`src/rtl/key_note_seg_scan_if.sv`:
```
// Key/display bundle for key_note_seg_scan.
//   Key         : note keys, active high, asynchronous to the design clock
//   codeout     : segment pattern {dp,g,f,e,d,c,b,a}, active high
//   digit_sel   : digit enable, one-hot active-low
//   note_idx    : currently held key index+1, 0 = no key
//   press_pulse : one-cycle strobe per accepted new press
// master = key matrix / display side, slave = key_note_seg_scan.
interface key_note_seg_scan_if #(
   parameter int unsigned NUM_KEYS = 14,
   parameter int unsigned DIGITS   = 4
);
   logic [NUM_KEYS-1:0] Key;
   logic [7:0]          codeout;
   logic [DIGITS-1:0]   digit_sel;
   logic [4:0]          note_idx;
   logic                press_pulse;

   modport master (output Key, input codeout, digit_sel, note_idx, press_pulse);
   modport slave  (input Key, output codeout, digit_sel, note_idx, press_pulse);
endinterface

```
`src/rtl/key_note_seg_scan.sv`:
```
// Note-key to scanned 7-segment history display.
// Synchronises the key vector, priority-encodes it (Key[0] highest), pushes
// the glyph of each new press into a DIGITS-deep history (newest in digit 0)
// and time-multiplexes the history onto a common-cathode digit bank.
// Ports:
//   clk_in : system clock
//   rst_n  : asynchronous active-low reset
//   bus    : key_note_seg_scan_if.slave (Key in; codeout, digit_sel,
//            note_idx, press_pulse out, all registered)
// Optional build macro KEY_DEBOUNCE_EN: adds a DB_CYCLES stability filter
// between the synchroniser and the encoder.
module key_note_seg_scan #(
   parameter int unsigned OCTAVES   = 2,
   parameter int unsigned DIGITS    = 4,
   parameter int unsigned SCAN_DIV  = 50000,
   parameter int unsigned DB_CYCLES = 500000
) (
   input logic              clk_in,
   input logic              rst_n,
   key_note_seg_scan_if.slave bus
);
   localparam int unsigned NUM_KEYS = 7 * OCTAVES;
   localparam int unsigned PTR_W    = (DIGITS > 1) ? $clog2(DIGITS) : 1;
   localparam int unsigned DIV_W    = $clog2(SCAN_DIV);

   // Elaboration-time parameter legality check
   if (OCTAVES < 1 || OCTAVES > 2 || DIGITS < 1 || DIGITS > 8 ||
       SCAN_DIV < 2 || DB_CYCLES < 1) begin : g_bad_param
      $error("key_note_seg_scan: illegal parameter value");
   end

   logic [NUM_KEYS-1:0] ks_meta, ks, kd;
   logic [4:0]          cur_c, key_k_c, note_c;
   logic [7:0]          glyph_c;
   logic                press_c;
   logic [4:0]          note_idx_q;
   logic                press_q;
   logic [7:0]          hist [DIGITS];
   logic [DIV_W-1:0]    div_q;
   logic [PTR_W-1:0]    ptr_q;
   logic [DIGITS-1:0]   sel_q;
   logic [7:0]          code_q;

   // Two-flop synchroniser for the asynchronous key vector
   always_ff @(posedge clk_in or negedge rst_n) begin
      if (!rst_n) begin
         ks_meta <= '0;
         ks      <= '0;
      end else begin
         ks_meta <= bus.Key;
         ks      <= ks_meta;
      end
   end

`ifdef KEY_DEBOUNCE_EN
   localparam int unsigned DB_W = $clog2(DB_CYCLES + 1);
   logic [DB_W-1:0]     db_cnt;
   logic [NUM_KEYS-1:0] kd_q;

   // Restart the window on the edge where ks is about to change, so kd
   // follows ks after DB_CYCLES stable cycles; saturate once loaded.
   always_ff @(posedge clk_in or negedge rst_n) begin
      if (!rst_n) begin
         db_cnt <= '0;
         kd_q   <= '0;
      end else if (ks_meta != ks) begin
         db_cnt <= '0;
      end else begin
         if (db_cnt != DB_W'(DB_CYCLES)) db_cnt <= db_cnt + 1'b1;
         if (db_cnt == DB_W'(DB_CYCLES - 1)) kd_q <= ks;
      end
   end

   assign kd = kd_q;
`else
   assign kd = ks;
`endif

   // Priority encoder: lowest set index wins, result is index+1
   always_comb begin
      cur_c = '0;
      for (int k = int'(NUM_KEYS) - 1; k >= 0; k--) begin
         if (kd[k]) cur_c = 5'(k + 1);
      end
   end

   // Glyph of the winning key: digit (k mod 7)+1, dp for the upper octave
   always_comb begin
      key_k_c = cur_c - 5'd1;
      note_c  = (key_k_c >= 5'd7) ? key_k_c - 5'd7 : key_k_c;
      case (note_c)
         5'd0:    glyph_c = 8'h06;
         5'd1:    glyph_c = 8'h5B;
         5'd2:    glyph_c = 8'h4F;
         5'd3:    glyph_c = 8'h66;
         5'd4:    glyph_c = 8'h6D;
         5'd5:    glyph_c = 8'h7C;
         5'd6:    glyph_c = 8'h07;
         default: glyph_c = 8'h3F;
      endcase
      glyph_c[7] = (key_k_c >= 5'd7);
   end

   assign press_c = (cur_c != 5'd0) && (cur_c != note_idx_q);

   // Press detection and history shift register
   always_ff @(posedge clk_in or negedge rst_n) begin
      if (!rst_n) begin
         note_idx_q <= '0;
         press_q    <= 1'b0;
         for (int i = 0; i < int'(DIGITS); i++) hist[i] <= 8'h3F;
      end else begin
         note_idx_q <= cur_c;
         press_q    <= press_c;
         if (press_c) begin
            for (int i = int'(DIGITS) - 1; i > 0; i--) hist[i] <= hist[i-1];
            hist[0] <= glyph_c;
         end
      end
   end

   // Scan divider/pointer; select and segments share the pre-edge pointer
   always_ff @(posedge clk_in or negedge rst_n) begin
      if (!rst_n) begin
         div_q  <= '0;
         ptr_q  <= '0;
         sel_q  <= ~DIGITS'(1);
         code_q <= 8'h3F;
      end else begin
         if (div_q == DIV_W'(SCAN_DIV - 1)) begin
            div_q <= '0;
            ptr_q <= (ptr_q == PTR_W'(DIGITS - 1)) ? '0 : ptr_q + 1'b1;
         end else begin
            div_q <= div_q + 1'b1;
         end
         sel_q  <= ~(DIGITS'(1) << ptr_q);
         code_q <= hist[ptr_q];
      end
   end

   assign bus.codeout     = code_q;
   assign bus.digit_sel   = sel_q;
   assign bus.note_idx    = note_idx_q;
   assign bus.press_pulse = press_q;
endmodule

```
`src/flat_wrapper.sv`:
```
// flat-port wrapper written by rule: the top's interface ports become plain ports
module key_note_seg_scan_flat 
#(
   parameter int unsigned OCTAVES   = 2,
   parameter int unsigned DIGITS    = 4,
   parameter int unsigned SCAN_DIV  = 50000,
   parameter int unsigned DB_CYCLES = 500000
)
  (clk_in, rst_n, bus_Key, bus_codeout, bus_digit_sel, bus_note_idx, bus_press_pulse);
  key_note_seg_scan_if #(.NUM_KEYS((14)), .DIGITS(DIGITS)) bus_i ();
  input logic clk_in;
  input logic rst_n;
  input wire logic [$bits(bus_i.Key)-1:0] bus_Key;
  output wire logic [$bits(bus_i.codeout)-1:0] bus_codeout;
  output wire logic [$bits(bus_i.digit_sel)-1:0] bus_digit_sel;
  output wire logic [$bits(bus_i.note_idx)-1:0] bus_note_idx;
  output wire logic [$bits(bus_i.press_pulse)-1:0] bus_press_pulse;
  assign bus_i.Key = bus_Key;
  assign bus_codeout = bus_i.codeout;
  assign bus_digit_sel = bus_i.digit_sel;
  assign bus_note_idx = bus_i.note_idx;
  assign bus_press_pulse = bus_i.press_pulse;
  key_note_seg_scan #(.OCTAVES(OCTAVES), .DIGITS(DIGITS), .SCAN_DIV(SCAN_DIV), .DB_CYCLES(DB_CYCLES)) u_core (.clk_in(clk_in), .rst_n(rst_n), .bus(bus_i));
endmodule
```
`config.mk`:
```
export PLATFORM = sky130hd
export DESIGN_NAME = key_note_seg_scan_flat
export DESIGN_NICKNAME = d
export VERILOG_FILES = /design/src/rtl/key_note_seg_scan_if.sv /design/src/rtl/key_note_seg_scan.sv /design/src/flat_wrapper.sv
export SDC_FILE = /design/constraint.sdc
export NUM_CORES = 1
export LEC_CHECK = 0
export CORE_ASPECT_RATIO = 1.1
export CORE_MARGIN = 1
export CORE_UTILIZATION = 52
export CTS_CLUSTER_SIZE = 25
export DETAILED_ROUTE_END_ITERATION = 10
export PLACE_DENSITY = 0.82
export RECOVER_POWER = 100
export SYNTH_ARGS = -nofsm -noshare
export SYNTH_HDL_FRONTEND = slang
export SYNTH_SLANG_ARGS = --single-unit
```
`constraint.sdc`:
```
create_clock -name clk_in -period 3 [get_ports clk_in]
set_input_delay 0.75 -clock clk_in [delete_from_list [all_inputs] [get_ports clk_in]]
set_output_delay 0.75 -clock clk_in [all_outputs]
set_load 0.005 [all_outputs]
```
==> results of run 1 <==
[stage by stage]
stage	utilization, %	std cells
after CTS	64.0	512
final	63.5	512
after detailed placement	61.5	496
after floorplan	-	344
after global routing	63.5	512
after global placement	61.5	496
[registers in the layout (all words and copies together) (netlist names)]
register and cells:
u_core.bus.note_idx 4, u_core.ks_meta 14, u_core.bus.digit_sel 4, u_core.hist 32, u_core.bus.codeout 8, u_core.kd 14
u_core.bus.press_pulse 1, u_core.div_q 16, u_core.ptr_q 2
[critical path: cells and delay by family (launching register included)]
kind,cells,cell delay [ns]
compound gates,3,0.62
fa+ha+maj,1,0.37
buf+inv,1,0.16
flops,1,0.42
simple gates,5,1.18
[Yosys cell counts, types with 3 or more instances]
master	n
ha_1	6
nor2b_1	5
mux2_4	23
nor3_1	8
or3_1	3
o21ai_1	3
and3_1	8
mux4_2	8
dfstp_2	33
mux2_2	4
xor2_1	8
dfrtp_1	62
clkbuf_1	7
inv_1	15
a21oi_1	14
o31ai_1	3
xnor2_1	5
or2_2	3
nand3_1	13
a31oi_1	9
nor2_1	21
nor4_1	7
o21ai_0	10
nand2_1	15
[power by group through the flow]
stage	Combinational, uW	Sequential [uW]	Clock (uW)
final	518	1700	862
after global routing	564	1730	945
after CTS	597	1710	884
after detailed placement	592	1720	0
after global placement	576	1700	0
after floorplan	405	1680	0
[cells by family (layout without fill, tap and decap cells)]
group,Yosys count,in the layout
simple gates,101,101
flops,95,95
compound gates,63,63
mux,36,36
buf+inv,29,89
xor+xnor,13,13
fa+ha+maj,6,6
other cells,1,1
[layout by cell type, fill, tap and decap left out, types with 10 or more instances in the layout]
cell type       n
a21oi_1        14
buf_4          19
dfrtp_1        61
dfstp_2        33
dlygate4sd3_1  31
inv_1          16
mux2_1         14
nand2_1        15
nand3_1        13
nor2_1         20
o21ai_0        10
[final timing paths]
| kind | startpoint | to | depth (start not counted) |
|---|---|---|---|
| worst max-delay path | u_core.kd[11] | u_core.hist[24] | 10 |
| min in group asynchronous | rst_n | u_core.bus.note_idx[0] | 1 |
| worst min register to register | u_core.ks_meta[3] | u_core.kd[3] | 0 |
| worst min-delay path | u_core.ks_meta[3] | u_core.kd[3] | 0 |
| max in group asynchronous | rst_n | u_core.kd[5] | 1 |
| worst max register to register | u_core.kd[11] | u_core.hist[24] | 10 |
[layout make-up]
type                       count  area [um^2]  area share [%]
tap                          108          135            2.66
multi-input combinational    220         1740            34.3
clock inverter                 6         76.3            1.50
timing repair buffer          56          510            10.1
clock buffer                  10          128            2.51
inverter                      17         63.8            1.26
sequential                    95         2420            47.7
[per-layer routing]
layer / up-vias / global-route usage, % / routed length (um)
li1: 1354 / - / -
met1: 1428 / 29.2 / 3780
met2: 59 / 32.8 / 4070
met3: 13 / 3.63 / 255
met4: 0 / 8.18 / 153
met5: - / 0 / 0
==> reports/metrics.yaml, run 1 <==
yosysTopAreaCell: "dfrtp_1"
antenna_found_initial: 0
yosysTopAreaCellShare_pct: 35.7
clock_skew_ns: 0.0144
n_fill_cell: 649
hold_class: "register to register"
globalRouteTotalUtil_pct: 21.0
worst_setup_path_end_kind: "register"
status: "complete, but fails checks"
drcViolationCount: 0
worstPathRequired_ns: 3.28
synth_adder_area_share_pct: 1.73
seq_area_frac_synth_pct: 55.6
async_flop_share_pct: 100
synth_xor_area_share_pct: 2.62
postLayoutSetupSlackWorst_ns: 0.182
max_slew_margin_pct: -34.0
ys.flop_type: "dfrtp_1"
crit_chain: "nor3b_2, o221ai_2, and2b_1, or2_2, ha_2, buf_4, nor2_1, or3_1, a22o_1, a31oi_1"
violations: "capacitance limit, slew limit"
cp_max_fo: 8
dp_slack_ns: 0.0721
setup_viol: 0
path_class: "register to register"
synthMuxAreaShare_pct: 13.3
clock-sinks: 95
combPwrFrac_pct: 16.8
h-tree-depth: 3
synthSimpleGateAreaFrac_pct: 12.9
cts_max_path_buffers: 2
cts_made_buffers: 9
placed_area_um2: 4910
syn_area_um2: 4350
drive_gt1_share_pct: 27.7
period_minus_slack_ns: 2.82
cts_tree: "yes"
ys_seq_elements: 95
placementRows: 34
grt_pass1_vias: 2834
setup_tns_ns: 0
finalCritPeriodShare_pct: 93.9
post_cts_resized: 0
antenna_cells: 0
dr.first_iter.drc_count: 147
synth-edff-count: 0
first_pass_iters: 5
finalMaxSlewViolations: 39
postRouteAntennaNets: 0
fmax_ghz: 0.355
final_area_um2: 5080
ys_types: 64
start_util_pct: 54.4
switching_share_pct: 26.3
whs_ns: 0.351
peakVddDrop_mv: 0.281
die-area_um2: 8730
yosys-top-cells-area: "dfrtp_1 36%, dfstp_2 20%, mux2_4 7.9%, mux4_2 4.1%, nor2_1 1.8%"
syn_to_final_growth_pct: 16.7
drt_wl_total_um: 8270
hold_viol_final: 0
gp_congestion: 0.898
cellPowerDensity_nw_per_um2: 607
hpwl_um: 5920
synth_compound_area_share_pct: 10.1
slowest_delay_ns: 0.42
vias: 2854
synth_fp_nets: 366
seqPwrFrac_pct: 55.2
clkTransAtPathRegs_ns: 0.10
rsz0062_at_grt: "false"
startpoint_type: "register"
synth_area_per_cell_um2: 12.6
worstMarginPinSlew_ns: 2.01
synth_top_family_by_area: "multiplexers"
core-area_um2: 8000
p_leak_uw: 0.00215
grt_max_degree: 58
synthCells: 344
cts_setup_buffers: 0
grt_overflow: 0
finalPower_uw: 3080
chipWidth_um: 89.2
maxCapViolations: 1
p_sw_uw: 811
clock_latency_ns: 0.35
p_int_uw: 2270
cp.arrival_ns: 3.09
crit_path_top_delay_cell: "dfrtp_1"
clockPowerShare_pct: 28.0
port_buffers: 32
yosys_warnings: 0
ff2ff_setup_slack_ns: 0.18
routedWlPerCell_um: 16.1
nets: 421
die_h_um: 97.9
holdBufCountCts: 0
root_buffer: "clkbuf_8"
io_pins: 34
grt_pass1_wl_um: 13900
viasPerCell: 5.57
No activity file was read; power rests on OpenSTA's default activity.
==> inputs of run 2 (changes only) <==
--- a/config.mk
+++ b/config.mk
@@ -8,7 +8,7 @@
 export CORE_ASPECT_RATIO = 1.1
 export CORE_MARGIN = 1
 export CORE_UTILIZATION = 52
-export CTS_CLUSTER_SIZE = 25
+export CTS_CLUSTER_SIZE = 28
 export DETAILED_ROUTE_END_ITERATION = 10
 export PLACE_DENSITY = 0.82
 export RECOVER_POWER = 100
==> results of run 2 <==
No change in the layout: final DEF, timing and power equal those of run 1.
